[src/rtl/mem_lsu_pkg.sv]
// rtl/mem_lsu_pkg.sv - shared op codes, bus widths and FSM encodings for the MEM stage
package mem_lsu_pkg;

    localparam int ALU_OP_W   = 8;
    localparam int REG_W      = 32;
    localparam int REG_ADDR_W = 5;

    localparam logic [ALU_OP_W-1:0] EXE_NOP_OP = 8'b0000_0000;
    localparam logic [ALU_OP_W-1:0] EXE_ADD_OP = 8'b0010_0000;
    localparam logic [ALU_OP_W-1:0] EXE_LB_OP  = 8'b1110_0000;
    localparam logic [ALU_OP_W-1:0] EXE_LH_OP  = 8'b1110_0001;
    localparam logic [ALU_OP_W-1:0] EXE_LW_OP  = 8'b1110_0011;
    localparam logic [ALU_OP_W-1:0] EXE_LBU_OP = 8'b1110_0100;
    localparam logic [ALU_OP_W-1:0] EXE_LHU_OP = 8'b1110_0101;
    localparam logic [ALU_OP_W-1:0] EXE_SB_OP  = 8'b1110_1000;
    localparam logic [ALU_OP_W-1:0] EXE_SH_OP  = 8'b1110_1001;
    localparam logic [ALU_OP_W-1:0] EXE_SW_OP  = 8'b1110_1011;

    typedef enum logic [0:0] {
        ST_IDLE = 1'b0,
        ST_BUS  = 1'b1
    } lsu_state_e;

    function automatic logic is_load_op(input logic [ALU_OP_W-1:0] op);
        return (op == EXE_LB_OP) || (op == EXE_LH_OP) || (op == EXE_LW_OP) ||
               (op == EXE_LBU_OP) || (op == EXE_LHU_OP);
    endfunction

    function automatic logic is_store_op(input logic [ALU_OP_W-1:0] op);
        return (op == EXE_SB_OP) || (op == EXE_SH_OP) || (op == EXE_SW_OP);
    endfunction

    function automatic logic is_mem_op(input logic [ALU_OP_W-1:0] op);
        return is_load_op(op) || is_store_op(op);
    endfunction

    function automatic logic is_half_op(input logic [ALU_OP_W-1:0] op);
        return (op == EXE_LH_OP) || (op == EXE_LHU_OP) || (op == EXE_SH_OP);
    endfunction

    function automatic logic is_word_op(input logic [ALU_OP_W-1:0] op);
        return (op == EXE_LW_OP) || (op == EXE_SW_OP);
    endfunction

endpackage

[src/rtl/mem_lsu_align.sv]
// rtl/mem_lsu_align.sv - byte-lane select, store replication and load extraction
module mem_lsu_align
    import mem_lsu_pkg::*;
(
    input  logic [ALU_OP_W-1:0] aluop_i,
    input  logic [1:0]          off_i,
    input  logic [REG_W-1:0]    reg2_i,
    input  logic [REG_W-1:0]    rdata_i,
    output logic [3:0]          sel_o,
    output logic [REG_W-1:0]    wdata_o,
    output logic [REG_W-1:0]    load_data_o
);

    logic [7:0]  byte_v;
    logic [15:0] half_v;

    // Little-endian lane picks; halfwords only look at offset bit 1.
    assign byte_v = rdata_i[{off_i, 3'b000} +: 8];
    assign half_v = off_i[1] ? rdata_i[31:16] : rdata_i[15:0];

    // Lane enables, replicated store data and extended load data per access size.
    always_comb begin
        sel_o       = 4'b0000;
        wdata_o     = reg2_i;
        load_data_o = '0;
        case (aluop_i)
            EXE_LB_OP, EXE_LBU_OP, EXE_SB_OP: begin
                sel_o       = 4'b0001 << off_i;
                wdata_o     = {4{reg2_i[7:0]}};
                load_data_o = (aluop_i == EXE_LB_OP) ? {{24{byte_v[7]}}, byte_v}
                                                     : {24'h0, byte_v};
            end
            EXE_LH_OP, EXE_LHU_OP, EXE_SH_OP: begin
                sel_o       = 4'b0011 << {off_i[1], 1'b0};
                wdata_o     = {2{reg2_i[15:0]}};
                load_data_o = (aluop_i == EXE_LH_OP) ? {{16{half_v[15]}}, half_v}
                                                     : {16'h0, half_v};
            end
            EXE_LW_OP, EXE_SW_OP: begin
                sel_o       = 4'b1111;
                wdata_o     = reg2_i;
                load_data_o = rdata_i;
            end
            default: begin
                sel_o       = 4'b0000;
                wdata_o     = reg2_i;
                load_data_o = '0;
            end
        endcase
    end

endmodule

[src/rtl/mem_lsu.sv]
// rtl/mem_lsu.sv - MEM stage load/store unit with req/ack bus (option: MEM_MISALIGN_TRAP_EN)
module mem_lsu
    import mem_lsu_pkg::*;
#(
    parameter int BUS_TIMEOUT = 0
) (
    input  logic                  clk,
    input  logic                  rst,
    input  logic [ALU_OP_W-1:0]   aluop_i,
    input  logic [REG_W-1:0]      mem_addr_i,
    input  logic [REG_W-1:0]      reg2_i,
    input  logic [REG_ADDR_W-1:0] wd_i,
    input  logic                  wreg_i,
    input  logic [REG_W-1:0]      wdata_i,
    output logic                  stall_req_o,
    output logic                  mem_req_o,
    output logic                  mem_we_o,
    output logic [REG_W-1:0]      mem_addr_o,
    output logic [3:0]            mem_sel_o,
    output logic [REG_W-1:0]      mem_wdata_o,
    input  logic                  mem_ack_i,
    input  logic [REG_W-1:0]      mem_rdata_i,
    output logic [REG_ADDR_W-1:0] wd_o,
    output logic                  wreg_o,
    output logic [REG_W-1:0]      wdata_o,
    output logic                  misalign_o,
    output logic                  timeout_o
);

    localparam int CNT_W = (BUS_TIMEOUT > 1) ? $clog2(BUS_TIMEOUT) : 1;

    lsu_state_e            state_q, state_d;
    logic [CNT_W-1:0]      cnt_q, cnt_d;
    logic [ALU_OP_W-1:0]   op_q, op_d;
    logic [1:0]            off_q, off_d;
    logic                  req_d, we_d;
    logic [REG_W-1:0]      addr_d, bus_wdata_d;
    logic [3:0]            sel_d;
    logic [REG_ADDR_W-1:0] wd_d;
    logic                  wreg_d;
    logic [REG_W-1:0]      wdata_d;
    logic                  misalign_d, timeout_d, stall;
    logic [ALU_OP_W-1:0]   align_op;
    logic [1:0]            align_off;
    logic [3:0]            align_sel;
    logic [REG_W-1:0]      align_wdata, align_load;
    logic                  misaligned, expire;

    // While on the bus, extraction must use the op/offset captured at issue.
    assign align_op  = (state_q == ST_BUS) ? op_q  : aluop_i;
    assign align_off = (state_q == ST_BUS) ? off_q : mem_addr_i[1:0];

    mem_lsu_align u_align (
        .aluop_i     (align_op),
        .off_i       (align_off),
        .reg2_i      (reg2_i),
        .rdata_i     (mem_rdata_i),
        .sel_o       (align_sel),
        .wdata_o     (align_wdata),
        .load_data_o (align_load)
    );

`ifdef MEM_MISALIGN_TRAP_EN
    assign misaligned = is_mem_op(aluop_i) &&
                        ((is_half_op(aluop_i) && mem_addr_i[0]) ||
                         (is_word_op(aluop_i) && (mem_addr_i[1:0] != 2'b00)));
`else
    assign misaligned = 1'b0;
`endif

    // Expiry on the last permitted wait cycle; a zero timeout never expires.
    assign expire = (BUS_TIMEOUT != 0) && (cnt_q == CNT_W'(BUS_TIMEOUT - 1));

    assign stall_req_o = rst & stall;

    // Next-state, bus fields and MEM/WB result selection.
    always_comb begin
        state_d     = state_q;
        cnt_d       = cnt_q;
        op_d        = op_q;
        off_d       = off_q;
        req_d       = mem_req_o;
        we_d        = mem_we_o;
        addr_d      = mem_addr_o;
        sel_d       = mem_sel_o;
        bus_wdata_d = mem_wdata_o;
        wd_d        = '0;
        wreg_d      = 1'b0;
        wdata_d     = '0;
        misalign_d  = 1'b0;
        timeout_d   = 1'b0;
        stall       = 1'b0;
        case (state_q)
            ST_IDLE: begin
                if (is_mem_op(aluop_i)) begin
                    if (misaligned) begin
                        misalign_d = 1'b1;
                    end else begin
                        stall       = 1'b1;
                        state_d     = ST_BUS;
                        cnt_d       = '0;
                        op_d        = aluop_i;
                        off_d       = mem_addr_i[1:0];
                        req_d       = 1'b1;
                        we_d        = is_store_op(aluop_i);
                        addr_d      = {mem_addr_i[REG_W-1:2], 2'b00};
                        sel_d       = align_sel;
                        bus_wdata_d = align_wdata;
                    end
                end else begin
                    wd_d    = wd_i;
                    wreg_d  = wreg_i;
                    wdata_d = wdata_i;
                end
            end
            ST_BUS: begin
                if (mem_ack_i) begin
                    state_d = ST_IDLE;
                    req_d   = 1'b0;
                    if (is_load_op(op_q)) begin
                        wd_d    = wd_i;
                        wreg_d  = 1'b1;
                        wdata_d = align_load;
                    end
                end else if (expire) begin
                    state_d   = ST_IDLE;
                    req_d     = 1'b0;
                    timeout_d = 1'b1;
                end else begin
                    stall = 1'b1;
                    cnt_d = cnt_q + 1'b1;
                end
            end
            default: begin
                state_d = ST_IDLE;
                req_d   = 1'b0;
            end
        endcase
    end

    // State, bus and result registers with synchronous active-low clear.
    always_ff @(posedge clk) begin
        if (!rst) begin
            state_q     <= ST_IDLE;
            cnt_q       <= '0;
            op_q        <= '0;
            off_q       <= '0;
            mem_req_o   <= 1'b0;
            mem_we_o    <= 1'b0;
            mem_addr_o  <= '0;
            mem_sel_o   <= '0;
            mem_wdata_o <= '0;
            wd_o        <= '0;
            wreg_o      <= 1'b0;
            wdata_o     <= '0;
            misalign_o  <= 1'b0;
            timeout_o   <= 1'b0;
        end else begin
            state_q     <= state_d;
            cnt_q       <= cnt_d;
            op_q        <= op_d;
            off_q       <= off_d;
            mem_req_o   <= req_d;
            mem_we_o    <= we_d;
            mem_addr_o  <= addr_d;
            mem_sel_o   <= sel_d;
            mem_wdata_o <= bus_wdata_d;
            wd_o        <= wd_d;
            wreg_o      <= wreg_d;
            wdata_o     <= wdata_d;
            misalign_o  <= misalign_d;
            timeout_o   <= timeout_d;
        end
    end

endmodule

[config.mk]
export PLATFORM = sky130hd
export DESIGN_NAME = mem_lsu
export DESIGN_NICKNAME = d
export VERILOG_FILES = /design/src/rtl/mem_lsu_pkg.sv /design/src/rtl/mem_lsu_align.sv /design/src/rtl/mem_lsu.sv
export SDC_FILE = /design/constraint.sdc
export NUM_CORES = 1
export LEC_CHECK = 0
export ABC_AREA = 1
export CORE_MARGIN = 2
export CORE_UTILIZATION = 30
export DETAILED_ROUTE_END_ITERATION = 6
export GPL_TIMING_DRIVEN = 0
export HOLD_SLACK_MARGIN = 0.1
export PLACE_DENSITY_LB_ADDON = 0.05
export SLEW_MARGIN = 15
export SYNTH_ARGS = -nofsm -noshare
export SYNTH_HDL_FRONTEND = slang
export SYNTH_SLANG_ARGS = --single-unit
export TNS_END_PERCENT = 50
[constraint.sdc]
create_clock -name clk -period 1.9 [get_ports clk]
set_input_delay 0.285 -clock clk [delete_from_list [all_inputs] [get_ports clk]]
set_output_delay 0.285 -clock clk [all_outputs]
set_load 0.005 [all_outputs]
==> flow_summary.yaml <==
routing:
  wl_per_cell_um: 15.6
  drt_iter0_markers: 392
  num_vias: 6845
  drt-pass1-iter-count: 4
  wl_mm: 23.1
  ant_nets: 0
  drc: 0
  vias_per_cell: 4.61
power_and_ir_drop:
  power_switching_mw: 1.78
  p_leak_nw: 4.47
  p_per_area_mw_per_mm2: 711
  comb_power_share_pct: 15.1
  pwr-share-clk_pct: 48.0
  switching_share_pct: 25.6
  ir_drop_mv: 0.566
  p_int_mw: 5.18
  seq_power_share_pct: 36.8
worst_setup_path:
  critPathRequiredTime_ns: 2.24
  cpMaxStageDelayCell: "dfxtp_4"
  worstPathCellList: "inv_4 > buf_8 > buf_6 > nand2_1 > nand2_1 > nand2_2 > nor2_2 > nand2_2 > nor2_4 > buf_4 > o21ai_1 > a21oi_1"
  crit_type: "reg -> reg"
  reg2regPathDepth: 12
  reg2reg_to: "wdata_o[30]"
  worstPathArrival_ns: 2.20
  reg2reg_slack_ns: 0.05
  cpPeakStageDelay_ns: 0.37
  crit_family: "simple AND/OR/NAND/NOR gates"
  crit_fanout: 7
  worstReg2RegStart: "state_q"
  start_kind: "register"
  crit_path_end_kind: "register"
  cp.buffers_inverters: 4
synthesis:
  ys.flop_type: "dfxtp_1"
  synth_cell_types: 25
  seq_area_frac_synth_pct: 39.5
  syn_inst: 919
  async_flop_share_pct: 0
  yosys-top-cells-area: "dfxtp_1 40%, nand2_1 14%, nand3_1 8.1%"
  yosysWarnings: 0
  syn_area_per_cell_sq_um: 6.45
  synth-edff-count: 0
  syn_area_sq_mm: 0.00592
  ys_ff_latch: 117
  synth_top_area_share_pct: 39.5
  yosys.area.top_type: "dfxtp_1"
placement:
  placed_cells: 1438
  place_congestion: 0.919
  hpwl_mm: 17.2
  port_buffers: 251
clocking:
  cts_tree: "done"
  clockBufferDepth: 2
  clock-sinks: 117
  path_clk_slew_ns: 0.06
  cts_hold_buf: 0
  cts_max_level: 4
  cts_buffers: 17
  clkLatencyLatePin_ns: 0.42
  clockRootBuffer: "clkbuf_16"
grt:
  grt_pass1_wl_mm: 34.8
  antenna_found_initial: 0
  grt_max_degree: 17
  grt_pass1_vias: 6311
  grt_usage_pct: 21.8
  overflow: 0
timing:
  fin_crit_ns: 1.85
  clock_skew_ns: 0.0111
  fin_crit_sh_pct: 97.6
  hold_violations: 0
  slew_headroom_pct: 60.7
  setup_viol_count_final: 0
  hold_ws_ns: 0.214
  drv_slew: 0
  fmax_mhz: 539
  worst_slew_pin_slew_ns: 0.589
  rsz0062_at_grt: "yes"
layout:
  finish.utilization_pct: 50.4
  fill_cells: 1996
  layout.cells.non_filler: 1485
  final_nets: 1353
  multi_input_area_sq_mm: 0.00306
  diodes: 0
  final_common_cell: "clkdlybuf4s50_1"
  seq_area_sq_mm: 0.00235
  syn2layout_area_growth_pct: 65.2
  final_cell_mix: "242 x clkdlybuf4s50_1, 211 x nand2_1, 121 x nor2_1"
  drive_gt1_share_pct: 12.0
floorplanning:
  dieArea_sq_mm: 0.0209
  ios: 256
  die_h_um: 145
  initial_utilization_pct: 30.5
  core_area_sq_mm: 0.0194
  core.rowCount: 51
  die-width_um: 145
worst_hold_path:
  hp-class: "in -> reg"
  whs_endpoint: "op_q[3]"
  hold_depth: 3
  hold_path.startpoint: "aluop_i[3]"
outcome:
  status: "finished clean"
job:
  drv_cap: 0
[power groups by stage]
stage,Combinational (mW),Clock (mW),Sequential (mW)
after floorplan,0.388,0,2.63
after global placement,0.999,0,2.62
after detailed placement,0.996,0,2.62
after CTS,1.01,3.41,2.56
after global routing,1.16,3.51,2.57
final,1.05,3.34,2.56
[synthesized netlist by cell type, types with 2 or more instances]
master / number
buf_1: 2
a31oi_1: 8
o21ai_0: 73
nand3_2: 2
inv_1: 79
nand3_1: 96
o21ai_1: 29
dfxtp_1: 117
inv_2: 8
nand2_2: 7
nor2_1: 127
clkbuf_1: 26
nand2_4: 2
buf_2: 19
buf_4: 9
a21oi_1: 78
nand2_1: 223
nor2_4: 2
buf_6: 6
[area by class of cell]
cell class / count / area share [%]
plain buffers: 62 / 4.40
clock buffers: 17 / 4.35
clock inverters: 14 / 1.78
inverters: 88 / 3.43
multi-input cells: 655 / 31.3
flip-flops and latches: 117 / 24.0
well taps: 265 / 3.39
repair buffers: 267 / 27.4
[what timing repair did]
item | 4_1_cts | 5_1_grt
pin swaps | 3 | 13
cloned | 0 | 3
gates resized for setup | 25 | 89
setup endpoints to repair | 69 | 79
buffers inserted | 4 | 9
[stage by stage]
step | power [mW] | setup TNS, ns | setup WS (ns) | cell area [sq um]
final | 6.96 | 0 | 0.0460 | 9780
after global routing | 7.24 | -0.886 | -0.0533 | 9780
after CTS | 6.99 | -0.0972 | -0.0972 | 9460
after detailed placement | 3.61 | -56.13 | -1.14 | 8780
after global placement | 3.62 | -54.89 | -1.16 | 8780
after floorplan | 3.02 | 0 | 0.378 | 5930
[tightest hold or removal path: stages]
cell and delay (ns):
dlymetal6s2s_1 0.15, nand2_1 0.09, a21oi_1 0.06
[layer usage]
metal  share of wire, %  routed length (um)  global-route usage (%)
met5                  0                   0                       0
met4                1.7                 384                    6.75
met3                6.7                1550                    5.40
met2                 46               10500                    34.2
met1                 46               10700                    29.5
[worst max-delay path by stage]
stage | from | endpoint | slack, ns | depth (start not counted)
global route | state_q | wdata_o[19] | -0.05 | 13
global placement | aluop_i[3] | stall_req_o | -1.16 | 8
finish | state_q | wdata_o[30] | 0.05 | 12
detailed placement | aluop_i[3] | stall_req_o | -1.14 | 8
CTS | aluop_i[5] | stall_req_o | -0.1 | 9
floorplan | state_q | wdata_o[22] | 0.38 | 11
[flip-flops by register name, summed over array words and instances (netlist names), 2 cells and up]
| signal | cells |
|---|---|
| mem_sel_o | 4 |
| wdata_o | 32 |
| mem_wdata_o | 32 |
| off_q | 2 |
| op_q | 8 |
| mem_addr_o | 30 |
| wd_o | 5 |
[kinds of logic after synthesis]
family	count (synthesis)	share of synthesized area, %
AND/OR/NAND/NOR	463	33.1
flip-flops	117	39.5
buffers and inverters	150	11.2
AO/OA/AOI/OAI	188	16.1
other	1	0.0633
No activity file was read; power rests on OpenSTA's default activity.
